$ cat config.mk
export PLATFORM = sky130hd
export DESIGN_NAME = clock_mode_ctrl
export DESIGN_NICKNAME = d
export VERILOG_FILES = /design/src/rtl/clock_mode_ctrl.sv
export SDC_FILE = /design/constraint.sdc
export NUM_CORES = 1
export LEC_CHECK = 0
export BUFFER_PORTS_ARGS = -buffer_cell sky130_fd_sc_hd__buf_2
export CORE_ASPECT_RATIO = 0.6
export CORE_MARGIN = 2
export CORE_UTILIZATION = 60
export CTS_BUF_LIST = sky130_fd_sc_hd__clkbuf_8 sky130_fd_sc_hd__clkbuf_16
export DETAILED_ROUTE_END_ITERATION = 8
export GPL_TIMING_DRIVEN = 1
export PLACE_DENSITY_LB_ADDON = 0.25
export RECOVER_POWER = 25
export SKIP_LAST_GASP = 1
export SLEW_MARGIN = 5
export SYNTH_ARGS = -nofsm -noshare
export SYNTH_HDL_FRONTEND = slang
export SYNTH_SLANG_ARGS = --single-unit
$ cat constraint.sdc
create_clock -name clk -period 7.6 [get_ports clk]
set_clock_uncertainty 0.1 [all_clocks]
set_input_delay 1.52 -clock clk [delete_from_list [all_inputs] [get_ports clk]]
set_output_delay 1.52 -clock clk [all_outputs]
set_load 0.01 [all_outputs]
$ cat src/rtl/clock_mode_ctrl.sv
// clock_mode_ctrl: run/set-time sequencer for the HH:MM:SS clock datapath.
// Ports:
//   clk, rst (async, active-low)    - clock and reset
//   btn_mode, btn_inc               - raw active-high push-buttons (async to clk)
//   sec_en                          - 1 Hz count enable to the seconds counter (RUN only)
//   sec_clr, min_adj, hour_adj      - single-cycle clear/increment pulses
//   mode                            - 00 RUN, 01 SET_HOUR, 10 SET_MIN, 11 SET_SEC
//   blink                           - blank strobe for the field being edited
module clock_mode_ctrl #(
    parameter int CLK_DIV       = 50_000_000,
    parameter int REP_DLY       = 25_000_000,
    parameter int REP_PER       = 10_000_000,
    parameter int TIMEOUT_TICKS = 10
) (
    input  logic       clk,
    input  logic       rst,
    input  logic       btn_mode,
    input  logic       btn_inc,
    output logic       sec_en,
    output logic       sec_clr,
    output logic       min_adj,
    output logic       hour_adj,
    output logic [1:0] mode,
    output logic       blink
);
    localparam int PW   = $clog2(CLK_DIV);
    localparam int HMAX = (REP_DLY > REP_PER) ? REP_DLY : REP_PER;
    localparam int HW   = $clog2(HMAX + 1);
    localparam int TW   = $clog2(TIMEOUT_TICKS + 1);

    typedef enum logic [1:0] {
        RUN      = 2'b00,
        SET_HOUR = 2'b01,
        SET_MIN  = 2'b10,
        SET_SEC  = 2'b11
    } state_t;

    state_t        state_q, state_d;
    logic [PW-1:0] pre_q, pre_d;
    logic [HW-1:0] hold_q, hold_d;
    logic          rep_q, rep_d;
    logic [TW-1:0] to_q, to_d;
    logic [1:0]    msync_q, isync_q;
    logic          mprev_q, iprev_q;
    logic          sec_en_q, sec_en_d;
    logic          sec_clr_q, sec_clr_d;
    logic          min_q, min_d;
    logic          hour_q, hour_d;
    logic          blink_q, blink_d;
    logic          mode_ev, inc_ev, inc_held, tick, adj;

    assign inc_held = isync_q[1];
    assign mode_ev  = msync_q[1] & ~mprev_q;
    assign inc_ev   = inc_held & ~iprev_q;
    assign tick     = pre_q == PW'(CLK_DIV - 1);

    always_comb begin
        state_d   = state_q;
        pre_d     = tick ? '0 : pre_q + 1'b1;
        to_d      = to_q;
        hold_d    = hold_q;
        rep_d     = rep_q;
        adj       = 1'b0;
        sec_en_d  = 1'b0;
        sec_clr_d = 1'b0;
        min_d     = 1'b0;
        hour_d    = 1'b0;
        if (mode_ev) begin
            // MODE wins over a coincident INC; repeat state never survives a transition
            state_d = state_t'(state_q + 2'd1);
            to_d    = '0;
            hold_d  = '0;
            rep_d   = 1'b0;
            if (state_q == SET_SEC) pre_d = '0;
        end else if (state_q == RUN) begin
            sec_en_d = tick;
        end else if (!inc_held && tick && to_q == TW'(TIMEOUT_TICKS - 1)) begin
            state_d = RUN;
            pre_d   = '0;
            to_d    = '0;
            hold_d  = '0;
            rep_d   = 1'b0;
        end else begin
            // a held INC counts as activity, so long auto-repeat runs never time out
            to_d = inc_held ? '0 : to_q + TW'(tick);
            if (state_q == SET_SEC) begin
                sec_clr_d = inc_ev;
            end else begin
                // hold_q counts cycles since the last pulse; rep_q selects the first-delay or repeat period
                adj    = inc_ev || (inc_held && hold_q != '0 &&
                         hold_q == (rep_q ? HW'(REP_PER) : HW'(REP_DLY)));
                hold_d = !inc_held ? '0 : (adj ? HW'(1) : (hold_q == '0 ? '0 : hold_q + 1'b1));
                rep_d  = inc_held && !inc_ev && (rep_q || adj);
                hour_d = adj && state_q == SET_HOUR;
                min_d  = adj && state_q == SET_MIN;
            end
        end
        blink_d = state_d != RUN && pre_d < PW'(CLK_DIV / 2);
    end

    always_ff @(posedge clk or negedge rst) begin
        if (!rst) begin
            state_q   <= RUN;
            pre_q     <= '0;
            hold_q    <= '0;
            rep_q     <= 1'b0;
            to_q      <= '0;
            msync_q   <= '0;
            isync_q   <= '0;
            mprev_q   <= 1'b0;
            iprev_q   <= 1'b0;
            sec_en_q  <= 1'b0;
            sec_clr_q <= 1'b0;
            min_q     <= 1'b0;
            hour_q    <= 1'b0;
            blink_q   <= 1'b0;
        end else begin
            state_q   <= state_d;
            pre_q     <= pre_d;
            hold_q    <= hold_d;
            rep_q     <= rep_d;
            to_q      <= to_d;
            msync_q   <= {msync_q[0], btn_mode};
            isync_q   <= {isync_q[0], btn_inc};
            mprev_q   <= msync_q[1];
            iprev_q   <= isync_q[1];
            sec_en_q  <= sec_en_d;
            sec_clr_q <= sec_clr_d;
            min_q     <= min_d;
            hour_q    <= hour_d;
            blink_q   <= blink_d;
        end
    end

    assign sec_en   = sec_en_q;
    assign sec_clr  = sec_clr_q;
    assign min_adj  = min_q;
    assign hour_adj = hour_q;
    assign mode     = state_q;
    assign blink    = blink_q;
endmodule

==> results of run 1 <==
cell families after synthesis:
kind of cell / count (synthesis) / share of synthesized area (%)
buffers and inverters: 28 / 3.467
flip-flops: 69 / 45.57
XOR/XNOR: 27 / 6.242
AO/OA/AOI/OAI: 79 / 14.04
adder cells (fa/ha/maj): 10 / 3.303
AND/OR/NAND/NOR: 197 / 27.38
where the power goes:
group	internal, mW	switching, mW	leakage, nW
logic	0.0552	0.101	0.692
clock network	0.131	0.128	0.104
registers	0.395	0.0324	0.932
total	0.581	0.262	1.73
stage by stage:
stage / instances / total power [mW] / hold slack, ps / setup WS [ps] / instance area [um2]
3_3_place_gp: 487 / 0.5826 / 234.1 / 4415 / 3861
2_1_floorplan: 410 / 0.5460 / 231.2 / 4853 / 3789
3_5_place_dp: 487 / 0.5883 / 234.7 / 4365 / 3861
4_1_cts: 503 / 0.8499 / 243.5 / 4351 / 4033
5_1_grt: 503 / 0.8899 / 261.7 / 2243 / 4025
6_report: 503 / 0.8427 / 243.5 / 2940 / 4025
final timing paths:
path | from | to | slack (ps) | depth (start not counted)
worst max-delay path | rst | pre_q[0] | 2940 | 2
worst min-delay path | msync_q[0] | msync_q[1] | 240 | 0
worst max register to register | hold_q[10] | hold_q[15] | 4290 | 6
worst min register to register | msync_q[0] | msync_q[1] | 240 | 0
max in group clk | hold_q[10] | hold_q[15] | 4290 | 6
min in group asynchronous | rst | isync_q[0] | 2420 | 2
flip-flops by register name, indices dropped and copies added, names as in the netlist:
| name | cells |
|---|---|
| blink | 1 |
| hold_q | 25 |
| hour_adj | 1 |
| iprev_q | 1 |
| isync_q | 2 |
| min_adj | 1 |
| mode | 2 |
| mprev_q | 1 |
| msync_q | 2 |
| pre_q | 26 |
| rep_q | 1 |
| sec_clr | 1 |
| sec_en | 1 |
| to_q | 4 |
layout by cell type (no fill, tap or decap), drive strengths merged, types with 2 or more instances in the layout:
cell / count
nor3b: 3
o2111ai: 2
a32o: 2
nand3: 29
and3: 8
or4: 3
o31ai: 14
nor2: 49
ha: 10
o41ai: 4
nor4: 14
or2: 3
and2: 4
clkbuf: 12
and4: 3
nand2b: 5
a21oi: 12
nor2b: 9
o21ai: 31
o21bai: 2
nand4: 12
xor2: 13
xnor2: 14
nand2: 29
or3: 7
dfrtp: 69
a211o: 3
nor4b: 3
a31oi: 3
nor3: 13
buf: 10
inv: 14
layout make-up:
type                    count  area, um2
clock buffers              11      151.4
clock inverters             5      20.02
fillers                   534       2086
inverters                  10      37.54
multi-input cells         313       1931
flip-flops and latches     69       1727
well taps                  84      105.1
repair buffers             11      53.80
cells in the mapped netlist, types with 3 or more instances:
cell	n	area share [%]
nor3_1	13	1.7
buf_6	3	0.89
nand2b_1	4	0.66
nor2_1	49	4.9
o21ai_0	30	4.0
and2_1	4	0.66
o31ai_1	14	2.8
a21oi_1	11	1.5
dfrtp_1	69	46
and3_1	8	1.3
a31oi_1	3	0.50
or2_2	3	0.50
xor2_1	13	3.0
ha_1	10	3.3
nand3_1	28	3.7
xnor2_1	14	3.2
nor4b_1	3	0.69
a211o_1	3	0.69
nor4_1	14	2.3
nand2_1	29	2.9
or3_1	6	0.99
buf_2	3	0.40
nor2b_1	9	1.5
clkbuf_1	11	1.1
and4_1	3	0.69
nand4_1	12	2.0
nor3b_1	3	0.59
inv_1	10	0.99
routing by layer:
layer	share of wire, %	wire length, um
met1	54	4408
met2	38	3140
met3	6.7	547
met4	1.0	85
met5	0	0
==> flow_summary.ini, run 1 <==
[outcome]
status = finished, violations left
violations = max-capacitance violations, max-slew violations

[critical_path]
critPathBufInv = 2
critPathMaxFanout = 69
worst_path_largest_cell_delay_ps = 2550
crit_required_ps = 7120
critPathKind = in2async
crit_family = buffers and inverters
worst_setup_path_start_kind = input port
critPathArrivalTime_ps = 4180
end_kind = asynchronous set/reset pin
crit_slowest_cell = clkbuf_1
worstPathCellList = buf_2 -> clkbuf_1

[detailed_routing]
drc = 0
vias = 3074
dr.first_iter.drc_count = 350
ant_nets = 0
dr.pass1.iters = 5
wirelength_um = 8181
wl_per_cell_um = 16.26
avgViaCountPerCell = 6.111

[sta]
max_freq_mhz = 214.6
hold_violations = 0
post-route-period-util_pct = 61.31
rsz0062_at_grt = false
slew_violations = 70
setup_viol = 0
fin_crit_ps = 4660
worstMarginPinSlew_ps = 3640
final.setup.tns_ps = 0
max_slew_margin_pct = -142.7

[power_and_ir_drop]
peakVddDrop_mv = 0.1568
leakage_nw = 1.728
powerDensity_nw_per_um2 = 209.4

[grt]
grt_antenna_before_repair = 0
gr-max-usage-layer = met1
grt_overflow_total = 0
met1_usage_pct = 42.05
grt_max_degree = 70
grt_use_met2_pct = 32.09
grt_pass1_vias = 2765
track_usage_pct = 25.80
grt_pass1_wl_um = 13920
grtUsageMet3_pct = 7.540

[place]
io_buffers = 10
hpwl_um = 5700
place.gp.congestion = 0.9086

[clock_tree]
postCtsSetupRepairBufs = 0
cts_hold_buf = 0
cts_resized = 0
cts_max_level = 3
numClockSinks = 69
cts-root-buf = clkbuf_8
cts_tree = done
clk_path_buf_depth = 2
clkTransAtPathRegs_ps = 70
cts_made_buffers = 9
clk_latency_ps = 350

[cells_and_area]
drive_gt1_share_pct = 8.115
num-nets-final = 428
area_growth_pct = 6.242
final_util_pct = 65.87
antenna_cells = 0

[die]
die-height_um = 65.55
die_area_um2 = 6987
start_util_pct = 62.00
io_pins = 11
row_count = 22
core_area_um2 = 6111
fp.dieW_um = 106.6

[synth]
ys_types = 50
synth_nets = 424
avgSynthCellArea_um2 = 9.241
synth_cells = 410
yosys_warnings = 0
synth_edf_count = 0
synth_ff_type = dfrtp_1
synth_async_sr_flop_share_pct = 100.0
ys_seq_elements = 69
netlist_area_um2 = 3789
ys_seq_area_share_pct = 45.57

[job]
drv_cap = 1

[worst_hold_path]
hold_class = reg2reg
No activity file was read; power rests on OpenSTA's default activity.
==> run 2, diff against run 1 <==
- CORE_UTILIZATION: 60 -> 56
- clock period: 7.6 -> 4.1 ns (I/O delays scaled with it)
==> run 2 against run 1 <==
The run still ends with max-capacitance violations, max-slew violations left. Combinational power increased by 92%. Cell count increased by 0.99%. Non-clock buffer count up 4. First-iteration DRC count rose by 5.4%. Largest cell class unchanged.
==> flow_summary.ini, run 2 (synthesized netlist as in run 1, its figures left out) <==
[outcome]
status = finished, violations left
violations = max-capacitance violations, max-slew violations

[worst_hold_path]
hold_class = reg2reg
worstHoldStart = isync_q[0]

[cells_and_area]
num-nets-final = 432
multi_input_area_um2 = 1931
largestRegisters = pre_q (26), hold_q (25), to_q (4)
antenna_cells = 0
drive_gt1_share_pct = 9.739
final_cell_count_no_fill = 508
finalInstanceArea_um2 = 4174
fillers = 549
regArea_um2 = 1727
final_common_cell = dfrtp_1
area_growth_pct = 10.17
final_cell_mix = dfrtp_1, nor2_1, o21ai_0
largest_register = pre_q
largest_reg_flops = 26

[grt]
track_usage_pct = 25.29
grt_max_degree = 70
grt_antenna_before_repair = 0
grt_overflow_total = 0
grt_pass1_wl_um = 14330
grt_pass1_vias = 2936

[detailed_routing]
wl_per_cell_um = 16.63
avgViaCountPerCell = 6.157
dr.pass1.iters = 4
dr.first_iter.drc_count = 369
wirelength_um = 8446
vias = 3128
ant_nets = 0
drc = 0

[power_and_ir_drop]
powerDensity_nw_per_um2 = 439.2
leakage_nw = 1.787
peakVddDrop_mv = 0.3086

[place]
place.gp.congestion = 0.9205
dp.cells = 494
io_buffers = 10
hpwl_um = 5788
postPlaceCellArea_um2 = 3891

[clock_tree]
cts-root-buf = clkbuf_16
cts_made_buffers = 9
cts_max_level = 3
clkTransAtPathRegs_ps = 50
clk_latency_ps = 330
cts_tree = done
postCtsSetupRepairBufs = 0
numClockSinks = 69
clk_path_buf_depth = 2
cts_hold_buf = 0
cts_resized = 0

[critical_path]
critPathArrivalTime_ps = 3150
end_kind = register
crit_required_ps = 4200
critPathMaxFanout = 15
critPathLaunch = hold_q[10]
critPathKind = reg2reg
worst_setup_path_start_kind = register
r2r_start = hold_q[10]

[sta]
setup_viol = 0
worstMarginPinSlew_ps = 1677
max_slew_margin_pct = -11.79
post-route-period-util_pct = 74.23
hold_violations = 0
max_freq_mhz = 328.6
rsz0062_at_grt = false
final.setup.tns_ps = 0
slew_violations = 70
fin_crit_ps = 3043

[die]
row_count = 23
die-height_um = 67.71
die_area_um2 = 7461
fp.dieW_um = 110.2
start_util_pct = 57.24
core_area_um2 = 6619
io_pins = 11

[job]
drv_cap = 1
[run 2: cell count changes in the layout (fill, tap and decap cells not counted)]
cell	before	now
buf_4	0	4
clkbuf_1	1	0
clkbuf_16	0	9
clkbuf_2	0	1
clkbuf_8	11	4
inv_1	14	10
o21bai_1	1	2
o21bai_2	1	0
or4_1	3	2
or4_4	0	1
[run 2: final cells by class]
class / instances / share of cell area [%]
clock buffer: 13 / 6.715
tap: 87 / 2.608
timing repair buffer: 15 / 2.038
sequential: 69 / 41.37
clock inverter: 1 / 0.1199
inverter: 10 / 0.8993
multi-input combinational: 313 / 46.25
[run 2: critical path, cell delays in order (launching register included)]
cell and delay, ps:
dfrtp_1 430, or3_1 400, or4_1 530, a2111oi_2 410
or3_1 490, buf_4 250, a21oi_1 50, o21ai_0 150
o31ai_1 100
[run 2: path summary, 6_finish.rpt]
| kind | cells after the start | to | slack, ps |
|---|---|---|---|
| worst max-delay path | 8 | hold_q[21] | 1060 |
| min in group asynchronous | 2 | hold_q[24] | 910 |
| worst max register to register | 8 | hold_q[21] | 1060 |
| max in group asynchronous | 2 | pre_q[15] | 1990 |
| worst min register to register | 0 | isync_q[1] | 250 |
| worst min-delay path | 0 | isync_q[1] | 250 |
[run 2: stage by stage]
stage | setup WS [ps] | util, % | hold slack (ps) | power [mW]
floorplan | 1353 | - | 231.2 | 1.012
global placement | 1115 | 58.79 | 238.9 | 1.093
detailed placement | 1047 | 58.79 | 240.3 | 1.105
CTS | 1056 | 63.10 | 255.5 | 1.846
global route | 756.3 | 63.06 | 267.2 | 1.924
finish | 1057 | 63.06 | 254.9 | 1.833
[run 2: metal layers]
layer / global-route usage (%) / routed length (um) / vias up
met2: 33.90 / 3346 / 107
li1: - / - / 1493
met5: 0 / 0 / -
met4: 7.344 / 85 / 0
met3: 8.398 / 729 / 8
met1: 38.17 / 4285 / 1520
[run 2: report_power, final]
group / internal [mW] / switching (mW) / leakage (nW)
logic: 0.108 / 0.191 / 0.712
clock network: 0.467 / 0.269 / 0.144
registers: 0.732 / 0.0646 / 0.932
total: 1.31 / 0.525 / 1.79
==> run 3, diff against run 2 <==
- clock period: 4.1 -> 2.6 ns (I/O delays scaled with it)
==> run 3 against run 2 <==
Clock power grew 78%. Cell count grew 8.7%. Critical path depth grew 1. Hold slack lost 66 ps. Core utilization grew 7.5 points. Sequential power grew 56%. Non-clock buffer count grew 41. Routed wire length grew 15%. Total power grew 73%. Critical endpoint is now hold_q[11]. The run now ends clean. Setup slack lost 990 ps. Register-to-register slack lost 990 ps.
==> flow_summary.ini, run 3 (synthesized netlist as in run 1, its figures left out) <==
[grt]
grt_pass1_vias = 3102
grt_antenna_before_repair = 0
grt_overflow_total = 0
track_usage_pct = 28.01
grt_pass1_wl_um = 15440
grt_max_degree = 48

[clock_tree]
clk_path_buf_depth = 2
cts_hold_buf = 0
clkTransAtPathRegs_ps = 60
numClockSinks = 69
clk_latency_ps = 340
cts_tree = done
cts-root-buf = clkbuf_16
cts_made_buffers = 9
cts_max_level = 3

[cells_and_area]
final_cell_mix = dfrtp_1, nor2_1, buf_4
largest_register = pre_q
fillers = 475
final_common_cell = dfrtp_1
area_growth_pct = 23.35
drive_gt1_share_pct = 21.08
finalInstanceArea_um2 = 4673
largestRegisters = pre_q (26), hold_q (25), to_q (4)
antenna_cells = 0
largest_reg_flops = 26
num-nets-final = 474
final_util_pct = 70.60

[die]
fp.dieW_um = 110.2
die_area_um2 = 7461
core_area_um2 = 6619
die-height_um = 67.71
row_count = 23
start_util_pct = 57.24
io_pins = 11

[detailed_routing]
wl_per_cell_um = 17.66
drc = 0
avgViaCountPerCell = 6.172
vias = 3407
wirelength_um = 9746
dr.pass1.iters = 8
dr.first_iter.drc_count = 375
ant_nets = 0

[sta]
rsz0062_at_grt = true
max_slew_margin_pct = 9.541
fin_crit_ps = 2537
hold_violations = 0
slew_violations = 0
final.setup.tns_ps = 0
max_freq_mhz = 394.2
post-route-period-util_pct = 97.57
worstMarginPinSlew_ps = 1357
setup_viol = 0

[outcome]
status = completed

[power_and_ir_drop]
clkPwrFrac_pct = 41.5
powerDensity_nw_per_um2 = 677.0
peakVddDrop_mv = 0.4529
p_switching_uw = 898.8
power_frac_seq_pct = 39.2
leakage_nw = 2.069
pwr-share-comb_pct = 19.3
p_sw_share_pct = 28.41
intPower_mw = 2.265

[critical_path]
critPathArrivalTime_ps = 2660
crit_required_ps = 2720
worst_setup_path_start_kind = register
end_kind = register
critPathMaxFanout = 20
critPathKind = reg2reg

[worst_hold_path]
hold_class = in2reg

[job]
drv_cap = 0

[place]
postPlaceCellArea_um2 = 4225
hpwl_um = 6605
place.gp.congestion = 1.022
io_buffers = 10
run 3: metal layers:
layer / global-route usage [%] / wire, um / vias to the layer above
met1: 42.30 / 4670 / 1634
met3: 9.170 / 946 / 12
li1: - / - / 1590
met5: 0 / 0 / -
met4: 8.125 / 87 / 0
met2: 37.73 / 4041 / 171
run 3: critical path, cell delays in order (launching register included):
cell	delay (ps)
dfrtp_1	350
ha_2	180
nand3_2	100
or4_4	540
or3_4	350
a21oi_4	190
nor2_1	80
buf_4	210
o21ai_0	210
o31ai_1	100
run 3: final cells by class:
| type | count | area, um2 | share of cell area, % |
|---|---|---|---|
| multi-input cells | 314 | 2038 | 43.61 |
| flip-flops and latches | 69 | 1729 | 37.00 |
| repair buffers | 56 | 440.4 | 9.424 |
| clock buffers | 10 | 239.0 | 5.114 |
| well taps | 87 | 108.9 | 2.329 |
| clock inverters | 6 | 80.08 | 1.714 |
| inverters | 10 | 37.54 | 0.8032 |
run 3: through the flow:
stage,worst slack (ps),instances,hold WS (ps),total power [mW]
floorplan,-29.98,410,124.4,1.604
global placement,57.92,532,236.2,1.798
detailed placement,-80.63,532,237.1,1.820
CTS,18.13,548,83.66,3.145
global route,-78.63,552,169.9,3.308
finish,63.24,552,189.3,3.164
run 3: path summary, 6_finish.rpt:
path                       startpoint         end  slack (ps)  depth (start not counted)
max                          pre_q[1]  hold_q[11]          60                          9
min                          btn_mode  msync_q[0]         190                          1
max reg2reg                  pre_q[1]  hold_q[11]          60                          9
min reg2reg                msync_q[0]  msync_q[1]         250                          0
max in group asynchronous         rst    pre_q[8]        1110                          2
min in group asynchronous         rst   pre_q[22]         380                          1
run 3: timing repair:
item | in CTS | in global routing
pin swaps | 0 | 8
gates cloned | 0 | 2
gates resized for setup | 2 | 30
endpoints found under the setup margin | 6 | 26
setup buffers | 0 | 2
run 3: power by group through the flow:
stage / Combinational (mW) / Sequential, mW / Clock, mW
final: 0.612 / 1.24 / 1.31
after global routing: 0.672 / 1.25 / 1.39
after CTS: 0.577 / 1.24 / 1.33
after detailed placement: 0.566 / 1.25 / 0
after global placement: 0.549 / 1.25 / 0
after floorplan: 0.348 / 1.26 / 0
